===== config.mk =====
export PLATFORM = sky130hd
export DESIGN_NAME = mdu_ctrl_flat
export DESIGN_NICKNAME = d
export VERILOG_FILES = /design/src/rtl/mdu_if.sv /design/src/rtl/mdu_ctrl.sv /design/src/flat_wrapper.sv
export SDC_FILE = /design/constraint.sdc
export NUM_CORES = 1
export LEC_CHECK = 0
export CORE_UTILIZATION = 42
export CTS_CLUSTER_DIAMETER = 100
export DETAILED_ROUTE_END_ITERATION = 16
export GPL_TIMING_DRIVEN = 0
export PLACE_DENSITY = 0.75
export SYNTH_ARGS = -nofsm -noshare
export SYNTH_HDL_FRONTEND = slang
export SYNTH_SLANG_ARGS = --single-unit

===== constraint.sdc =====
create_clock -name clk -period 3 [get_ports clk]
set_input_delay 0.45 -clock clk [delete_from_list [all_inputs] [get_ports clk]]
set_output_delay 0.45 -clock clk [all_outputs]
set_load 0.01 [all_outputs]

===== src/rtl/mdu_if.sv =====
// mdu_if: EX-stage <-> multiply/divide unit bundle.
//   master (EX side):  drives start, op, src_a, src_b, mthi, mtlo, rd_req, flush;
//                      observes busy, stall, done, hi, lo.
//   slave  (mdu_ctrl): the mirror image.
// Handshake: start/mthi/mtlo/rd_req are requests held by EX. A request is
// accepted only on an edge where busy==0 and flush==0. While busy, stall is
// raised for any pending request and EX must keep presenting it until stall drops.
interface mdu_if #(parameter int XLEN = 32);
    logic            start;
    logic [1:0]      op;
    logic [XLEN-1:0] src_a;
    logic [XLEN-1:0] src_b;
    logic            mthi;
    logic            mtlo;
    logic            rd_req;
    logic            flush;
    logic            busy;
    logic            stall;
    logic            done;
    logic [XLEN-1:0] hi;
    logic [XLEN-1:0] lo;

    modport master (
        output start, op, src_a, src_b, mthi, mtlo, rd_req, flush,
        input  busy, stall, done, hi, lo
    );

    modport slave (
        input  start, op, src_a, src_b, mthi, mtlo, rd_req, flush,
        output busy, stall, done, hi, lo
    );
endinterface


===== src/rtl/mdu_ctrl.sv =====
// mdu_ctrl: iterative radix-2 MULT/MULTU/DIV/DIVU sequencer owning HI/LO.
// Ports:
//   clk        pipeline clock, rising edge
//   resetn     synchronous active-low reset
//   md         mdu_if.slave bundle (requests in, busy/stall/done/hi/lo out)
//   dbg_state  current FSM state (0=IDLE 1=CALC 2=FIX)
// Flow: IDLE -> CALC (XLEN iterations) -> FIX (sign correction, HI/LO write) -> IDLE.
// Operands are held as magnitudes; signs are reapplied in FIX.
module mdu_ctrl #(
    parameter int XLEN = 32
) (
    input  logic       clk,
    input  logic       resetn,
    mdu_if.slave       md,
    output logic [1:0] dbg_state
);
    localparam int CW = $clog2(XLEN);

    typedef enum logic [1:0] {IDLE = 2'd0, CALC = 2'd1, FIX = 2'd2} state_t;

    state_t          state;
    state_t          state_next;
    logic [CW-1:0]   count;
    logic            is_div;
    logic            neg_q;     // sign of product / quotient
    logic            neg_r;     // sign of remainder (dividend sign)
    logic            div0;
    logic [XLEN-1:0] opb;       // multiplicand (MUL) or divisor (DIV)
    logic [XLEN-1:0] acc_hi;    // product high / partial remainder
    logic [XLEN-1:0] acc_lo;    // multiplier->product low / dividend->quotient
    logic [XLEN-1:0] hi_q;
    logic [XLEN-1:0] lo_q;
    logic            done_q;

    // control from the FSM process
    logic            load;
    logic            step;
    logic            hi_we;
    logic            lo_we;
    logic            done_d;
    logic [XLEN-1:0] hi_d;
    logic [XLEN-1:0] lo_d;

    // operand conditioning
    logic            is_signed;
    logic            sa;
    logic            sb;
    logic [XLEN-1:0] mag_a;
    logic [XLEN-1:0] mag_b;

    assign is_signed = ~md.op[0];
    assign sa        = is_signed & md.src_a[XLEN-1];
    assign sb        = is_signed & md.src_b[XLEN-1];
    assign mag_a     = sa ? -md.src_a : md.src_a;
    assign mag_b     = sb ? -md.src_b : md.src_b;

    // one shift-add multiply iteration: add multiplicand if multiplier LSB set, then shift right
    logic [XLEN:0]   mul_sum;
    logic [XLEN-1:0] mul_hi_n;
    logic [XLEN-1:0] mul_lo_n;

    assign mul_sum  = {1'b0, acc_hi} + ({(XLEN+1){acc_lo[0]}} & {1'b0, opb});
    assign mul_hi_n = mul_sum[XLEN:1];
    assign mul_lo_n = {mul_sum[0], acc_lo[XLEN-1:1]};

    // one restoring divide iteration; the subtraction only matters when the
    // shifted remainder is >= divisor, so its result always fits in XLEN bits
    logic [XLEN:0]   div_tmp;
    logic            div_ge;
    logic [XLEN-1:0] div_sub;
    logic [XLEN-1:0] div_hi_n;
    logic [XLEN-1:0] div_lo_n;

    assign div_tmp  = {acc_hi, acc_lo[XLEN-1]};
    assign div_ge   = div_tmp >= {1'b0, opb};
    assign div_sub  = div_tmp[XLEN-1:0] - opb;
    assign div_hi_n = div_ge ? div_sub : div_tmp[XLEN-1:0];
    assign div_lo_n = {acc_lo[XLEN-2:0], div_ge};

    // sign correction; a zero divisor yields quotient all-ones and a remainder
    // that re-signs back to the original dividend
    logic [2*XLEN-1:0] prod_fix;
    logic [XLEN-1:0]   q_fix;
    logic [XLEN-1:0]   r_fix;
    logic [XLEN-1:0]   fix_hi;
    logic [XLEN-1:0]   fix_lo;

    assign prod_fix = neg_q ? -{acc_hi, acc_lo} : {acc_hi, acc_lo};
    assign q_fix    = div0 ? {XLEN{1'b1}} : (neg_q ? -acc_lo : acc_lo);
    assign r_fix    = neg_r ? -acc_hi : acc_hi;
    assign fix_hi   = is_div ? r_fix : prod_fix[2*XLEN-1:XLEN];
    assign fix_lo   = is_div ? q_fix : prod_fix[XLEN-1:0];

    always_comb begin
        state_next = state;
        load       = 1'b0;
        step       = 1'b0;
        hi_we      = 1'b0;
        lo_we      = 1'b0;
        done_d     = 1'b0;
        hi_d       = md.src_a;
        lo_d       = md.src_a;
        case (state)
            IDLE: begin
                if (md.flush) begin
                    state_next = IDLE;
                end else if (md.start) begin
                    load       = 1'b1;
                    state_next = CALC;
                end else begin
                    hi_we = md.mthi;
                    lo_we = md.mtlo;
                end
            end
            CALC: begin
                if (md.flush) begin
                    state_next = IDLE;
                end else begin
                    step = 1'b1;
                    if (count == CW'(XLEN-1)) state_next = FIX;
                end
            end
            FIX: begin
                state_next = IDLE;
                if (!md.flush) begin
                    hi_we  = 1'b1;
                    lo_we  = 1'b1;
                    hi_d   = fix_hi;
                    lo_d   = fix_lo;
                    done_d = 1'b1;
                end
            end
            default: state_next = IDLE;
        endcase
    end

    always_ff @(posedge clk) begin
        if (!resetn) begin
            state  <= IDLE;
            count  <= '0;
            is_div <= 1'b0;
            neg_q  <= 1'b0;
            neg_r  <= 1'b0;
            div0   <= 1'b0;
            opb    <= '0;
            acc_hi <= '0;
            acc_lo <= '0;
            hi_q   <= '0;
            lo_q   <= '0;
            done_q <= 1'b0;
        end else begin
            state  <= state_next;
            done_q <= done_d;
            if (hi_we) hi_q <= hi_d;
            if (lo_we) lo_q <= lo_d;
            if (load) begin
                count  <= '0;
                is_div <= md.op[1];
                neg_q  <= sa ^ sb;
                neg_r  <= sa;
                div0   <= (md.src_b == '0);
                opb    <= md.op[1] ? mag_b : mag_a;
                acc_hi <= '0;
                acc_lo <= md.op[1] ? mag_a : mag_b;
            end else if (step) begin
                count  <= count + 1'b1;
                acc_hi <= is_div ? div_hi_n : mul_hi_n;
                acc_lo <= is_div ? div_lo_n : mul_lo_n;
            end
        end
    end

    assign dbg_state = state;
    assign md.busy   = (state != IDLE);
    assign md.stall  = md.busy & (md.start | md.rd_req | md.mthi | md.mtlo);
    assign md.done   = done_q;
    assign md.hi     = hi_q;
    assign md.lo     = lo_q;
endmodule


===== src/flat_wrapper.sv =====
// flat-port wrapper written by rule: the top's interface ports become plain ports
module mdu_ctrl_flat 
#(
    parameter int XLEN = 32
)
  (clk, resetn, dbg_state, md_start, md_op, md_src_a, md_src_b, md_mthi, md_mtlo, md_rd_req, md_flush, md_busy, md_stall, md_done, md_hi, md_lo);
  mdu_if #(.XLEN(XLEN)) md_i ();
  input  logic clk;
  input  logic resetn;
  output logic [1:0] dbg_state;
  input wire logic [$bits(md_i.start)-1:0] md_start;
  input wire logic [$bits(md_i.op)-1:0] md_op;
  input wire logic [$bits(md_i.src_a)-1:0] md_src_a;
  input wire logic [$bits(md_i.src_b)-1:0] md_src_b;
  input wire logic [$bits(md_i.mthi)-1:0] md_mthi;
  input wire logic [$bits(md_i.mtlo)-1:0] md_mtlo;
  input wire logic [$bits(md_i.rd_req)-1:0] md_rd_req;
  input wire logic [$bits(md_i.flush)-1:0] md_flush;
  output wire logic [$bits(md_i.busy)-1:0] md_busy;
  output wire logic [$bits(md_i.stall)-1:0] md_stall;
  output wire logic [$bits(md_i.done)-1:0] md_done;
  output wire logic [$bits(md_i.hi)-1:0] md_hi;
  output wire logic [$bits(md_i.lo)-1:0] md_lo;
  assign md_i.start = md_start;
  assign md_i.op = md_op;
  assign md_i.src_a = md_src_a;
  assign md_i.src_b = md_src_b;
  assign md_i.mthi = md_mthi;
  assign md_i.mtlo = md_mtlo;
  assign md_i.rd_req = md_rd_req;
  assign md_i.flush = md_flush;
  assign md_busy = md_i.busy;
  assign md_stall = md_i.stall;
  assign md_done = md_i.done;
  assign md_hi = md_i.hi;
  assign md_lo = md_i.lo;
  mdu_ctrl #(.XLEN(XLEN)) u_core (.clk(clk), .resetn(resetn), .md(md_i), .dbg_state(dbg_state));
endmodule

==> run summary, run 1 <==
FLOORPLAN
-------------------------------------------------------------------------------------------------
Die area ...........................................................................    36000 um2
Die width ..........................................................................       190 um
Initial core utilization ...........................................................        42.8%
Core Rows ..........................................................................           68
Height of the chip .................................................................       190 um
Standard cell core area ............................................................    34600 um2
Number of primary I/O pins .........................................................          142

PLACED DESIGN
-------------------------------------------------------------------------------------------------
Standard cell area after detailed placement ........................................    16800 um2
Routability congestion estimate ....................................................        0.990
Port buffer count ..................................................................          137
DPL Wire Length ....................................................................     50300 um
Number of cells in the design after placement ......................................         2592

CRITICAL PATH
-------------------------------------------------------------------------------------------------
Highest cell delay on the worst timing path ........................................      0.44 ns
Required time at the endpoint of the critical path .................................      3.35 ns
Combined buffer and inverter count along the critical path .........................            3
Type of destination of the critical path ...........................................         flop
Worst Path Class, Setup ............................................................ flop to flop
Chain of cells forming the critical path ........................................... buf_6 > ha_4 > nor2b_4 > o31a_1 > o311ai_4 > o31ai_4 > a21o_4 > a21o_4 > buf_6 > nor2_4 > buf_6 > a211oi_2 > o31ai_1
Setup slack of the worst register-to-register path .................................     -0.12 ns
Data arrival, critical path ........................................................      3.47 ns
Startpoint of the most critical register-to-register path .......................... u_core.acc_hi[0]
Cell mode on critical path ......................................................... sky130_fd_sc_hd__buf_6
Launching element of the worst setup path .......................................... u_core.acc_hi[0]
Maximum fanout along the worst path ................................................            7
Critical Path Slowest Stage Cell ................................................... sky130_fd_sc_hd__o311ai_4
Top delay family on crit path ...................................................... compound AO/OA/AOI/OAI gates
Startpoint class of the critical path ..............................................         flop

FINAL LAYOUT
-------------------------------------------------------------------------------------------------
Non-Filler Instances ...............................................................         2682
Final core utilization .............................................................        55.4%
Post-layout instance area ..........................................................    19200 um2
Layout cells sized above 1 .........................................................        16.2%
Total inserted antenna cells .......................................................            0
Area added between synthesis and finish ............................................        29.5%
Number of nets at the end of the flow ..............................................         2359

GRT
-------------------------------------------------------------------------------------------------
Global routing usage summed across all routing layers ..............................        35.2%
Initial antenna violation count ....................................................            0
Via count of the first global-routing pass .........................................        15800
Global-route wire length before repair .............................................     95900 um
Global-route congestion overflow total .............................................            0
Pin count of the biggest net entering global routing ...............................           20

TIMING
-------------------------------------------------------------------------------------------------
Final count of negative-setup-slack endpoints ......................................           27
Setup TNS after final layout .......................................................     -1.46 ns
Final slew viol count ..............................................................            0
Highest Clock Rate .................................................................      320 MHz
Final setup skew ...................................................................    0.0146 ns
Hold violation count in the final report ...........................................            0
Min Clock Period, post-route .......................................................      3.12 ns
Final period util ..................................................................         104%
Min setup slack post-route .........................................................    -0.123 ns
RSZ-0062 raised after global routing ...............................................          yes
Slew at the pin closest to its max-slew limit ......................................      1.08 ns
Tightest slew margin relative to the limit .........................................        27.8%

OUTCOME
-------------------------------------------------------------------------------------------------
Run status ......................................................................... finished with violations
Violations in the final reports .................................................... negative setup slack

YOSYS
-------------------------------------------------------------------------------------------------
Share of Yosys cell area claimed by the top area cell type .........................        23.2%
Share of synthesized flip-flops with an asynchronous set or reset ..................           0%
Library cell with the largest summed area after synthesis .......................... sky130_fd_sc_hd__dfxtp_1
Area of the mapped netlist .........................................................    14800 um2
Number of synthesized flops with an enable pin .....................................            0
Post-synthesis register bit count ..................................................          172
Net Count, Synth ...................................................................         2145
Leading register cell type out of synthesis ........................................ sky130_fd_sc_hd__dfxtp_1
Number of warnings issued by yosys .................................................            0
Post-synthesis instance total ......................................................         2000
Sequential share of the synthesized area ...........................................        23.2%
Top area cells in the synthesized netlist .......................................... sky130_fd_sc_hd__dfxtp_1 (23%), sky130_fd_sc_hd__a21oi_1 (7.7%), sky130_fd_sc_hd__ha_1 (5.9%)
Average footprint of a synthesized cell ............................................     7.41 um2
Number of distinct library cell variants in the gate-level netlist after synthesis .           87

CTS
-------------------------------------------------------------------------------------------------
Num CTS Buffers ....................................................................           17
Clock tree sinks ...................................................................          172
Later-pin clock latency in the skew report .........................................      0.46 ns
H-tree levels ......................................................................            4
TritonCTS clock tree ...............................................................         done
Maximum clock path buffer count ....................................................            2
Number of hold-repair buffers added at the cts stage ...............................            0
CTS root buf ....................................................................... sky130_fd_sc_hd__clkbuf_16
Clock transition at the registers of the reported paths ............................      0.08 ns

PWR
-------------------------------------------------------------------------------------------------
Share of total power in sequential cells ...........................................        32.2%
Fraction of power consumed by the clock network ....................................        29.8%
Switching pwr ......................................................................    0.00303 W
Proportion of total power due to net switching .....................................        39.1%
Static Leakage .....................................................................      7.45 nW
Worst ir drop on vdd ...............................................................   0.000402 V
Internal Power .....................................................................    0.00472 W
Power Density ......................................................................   404 nW/um2
Comb pwr share .....................................................................        38.0%

HOLD PATH
-------------------------------------------------------------------------------------------------
Type of the tightest min-delay check ............................................... flop to flop
Origin of the worst min-delay path ................................................. u_core.opb[8]

DRT
-------------------------------------------------------------------------------------------------
Vias per cell ......................................................................         6.44
Number of antenna-violating nets in the routed design ..............................            0
DRC ................................................................................            0
Total number of vias ...............................................................        17300
First-pass detailed-route iteration total ..........................................            7
First DRT Iteration DRCs ...........................................................         2153
Routed length per instance .........................................................      24.6 um
WL final ...........................................................................     65900 um

RUN
-------------------------------------------------------------------------------------------------
# Max-Cap Violations ...............................................................            0

-- cell families (layout without fill, tap and decap cells) --
| family | after synthesis | after routing | synth area share, % |
|---|---|---|---|
| AND/OR/NAND/NOR | 604 | 604 | 19.4 |
| XOR/XNOR | 172 | 172 | 10.2 |
| adder cells (fa/ha/maj) | 72 | 72 | 6.18 |
| multiplexers | 38 | 38 | 2.58 |
| AO/OA/AOI/OAI | 730 | 730 | 32.5 |
| buffers and inverters | 212 | 439 | 5.92 |
| flip-flops | 172 | 172 | 23.2 |
-- per-stage QoR --
| stage | total power (W) | setup slack [ns] | hold slack, ns |
|---|---|---|---|
| global route | 0.00796 | -0.159 | 0.485 |
| global placement | 0.00472 | -1.42 | 0.443 |
| CTS | 0.00731 | -0.135 | 0.457 |
| finish | 0.00775 | -0.123 | 0.458 |
| floorplan | 0.00392 | -0.0340 | 0.432 |
| detailed placement | 0.00474 | -1.38 | 0.447 |
-- power groups by stage --
stage	clock, W	sequential (W)	combinational [W]
finish	0.00231	0.00250	0.00294
global route	0.00238	0.00250	0.00308
CTS	0.00228	0.00248	0.00255
detailed placement	0	0.00254	0.00220
global placement	0	0.00254	0.00219
floorplan	0	0.00251	0.00141
-- layout by cell type, fill, tap and decap left out, types with 51 or more instances in the layout --
| cell type | n |
|---|---|
| sky130_fd_sc_hd__clkdlybuf4s50_1 | 128 |
| sky130_fd_sc_hd__buf_4 | 65 |
| sky130_fd_sc_hd__clkbuf_1 | 99 |
| sky130_fd_sc_hd__nand2_1 | 180 |
| sky130_fd_sc_hd__a21o_1 | 51 |
| sky130_fd_sc_hd__xnor2_1 | 84 |
| sky130_fd_sc_hd__o21ai_0 | 96 |
| sky130_fd_sc_hd__nor2_1 | 194 |
| sky130_fd_sc_hd__dfxtp_1 | 141 |
| sky130_fd_sc_hd__inv_1 | 52 |
| sky130_fd_sc_hd__o211ai_1 | 86 |
| sky130_fd_sc_hd__a21oi_1 | 209 |
| sky130_fd_sc_hd__xor2_1 | 75 |
-- final cells by class --
| type | count | area, um2 |
|---|---|---|
| clock buffer | 17 | 425 |
| sequential | 172 | 3500 |
| timing repair buffer | 214 | 2090 |
| clock inverter | 15 | 161 |
| buffer | 132 | 658 |
| inverter | 61 | 239 |
| fill | 3259 | 15400 |
| tap | 455 | 569 |
| multi-input combinational | 1616 | 11500 |
-- layer usage --
metal	vias up	wire length (um)	track usage [%]
met3	168	7120	6.60
met2	1077	28400	53.6
met1	8231	26700	47.0
met4	0	3670	18.2
li1	7797	-	-
met5	-	0	0
-- flip-flops by register name, summed over array words and instances (netlist names) --
name / flops
u_core.md.hi: 32
u_core.md.done: 1
u_core.neg_q: 1
u_core.count: 5
u_core.div0: 1
u_core.acc_lo: 32
u_core.is_div: 1
u_core.dbg_state: 2
u_core.opb: 32
u_core.acc_hi: 32
u_core.md.lo: 32
u_core.neg_r: 1
-- worst register-to-register path, stage by stage (launching register included) --
cell,delay [ns]
sky130_fd_sc_hd__dfxtp_4,0.36
sky130_fd_sc_hd__buf_6,0.13
sky130_fd_sc_hd__ha_4,0.21
sky130_fd_sc_hd__nor2b_4,0.12
sky130_fd_sc_hd__o31a_1,0.32
sky130_fd_sc_hd__o311ai_4,0.44
sky130_fd_sc_hd__o31ai_4,0.13
sky130_fd_sc_hd__a21o_4,0.25
sky130_fd_sc_hd__a21o_4,0.26
sky130_fd_sc_hd__buf_6,0.14
sky130_fd_sc_hd__nor2_4,0.15
sky130_fd_sc_hd__buf_6,0.16
sky130_fd_sc_hd__a211oi_2,0.07
sky130_fd_sc_hd__o31ai_1,0.27
-- cells in the mapped netlist, drive strengths merged, types with 23 or more instances --
cell type	n
a21o	53
a21oi	232
a222oi	29
a22oi	23
buf	26
clkbuf	124
dfxtp	172
ha	70
inv	60
mux2i	37
nand2	184
nand3	36
nor2	204
nor3	34
o211ai	86
o21ai	117
o31ai	28
xnor2	96
xor2	76
-- path summary, 6_finish.rpt --
kind                                           to  depth (start not counted)
worst max-delay path            u_core.acc_hi[22]                         13
worst min-delay path                u_core.opb[8]                          2
worst max register to register  u_core.acc_hi[22]                         13
worst min register to register      u_core.opb[8]                          2
-- what timing repair did --
item / in CTS / in global routing
gates resized for setup: 181 / 138
cloned: 2 / 2
endpoints found under the setup margin: 104 / 82
buffers inserted: 35 / 39
pin swaps: 38 / 90
No activity file was read; power rests on OpenSTA's default activity.
==> run 2, diff against run 1 <==
--- a/config.mk
+++ b/config.mk
@@ -10,6 +10,7 @@
 export DETAILED_ROUTE_END_ITERATION = 16
 export GPL_TIMING_DRIVEN = 0
 export PLACE_DENSITY = 0.75
+export SLEW_MARGIN = 30
 export SYNTH_ARGS = -nofsm -noshare
 export SYNTH_HDL_FRONTEND = slang
 export SYNTH_SLANG_ARGS = --single-unit
==> results of run 2 <==
No change in the layout: final DEF, timing and power equal those of run 1.
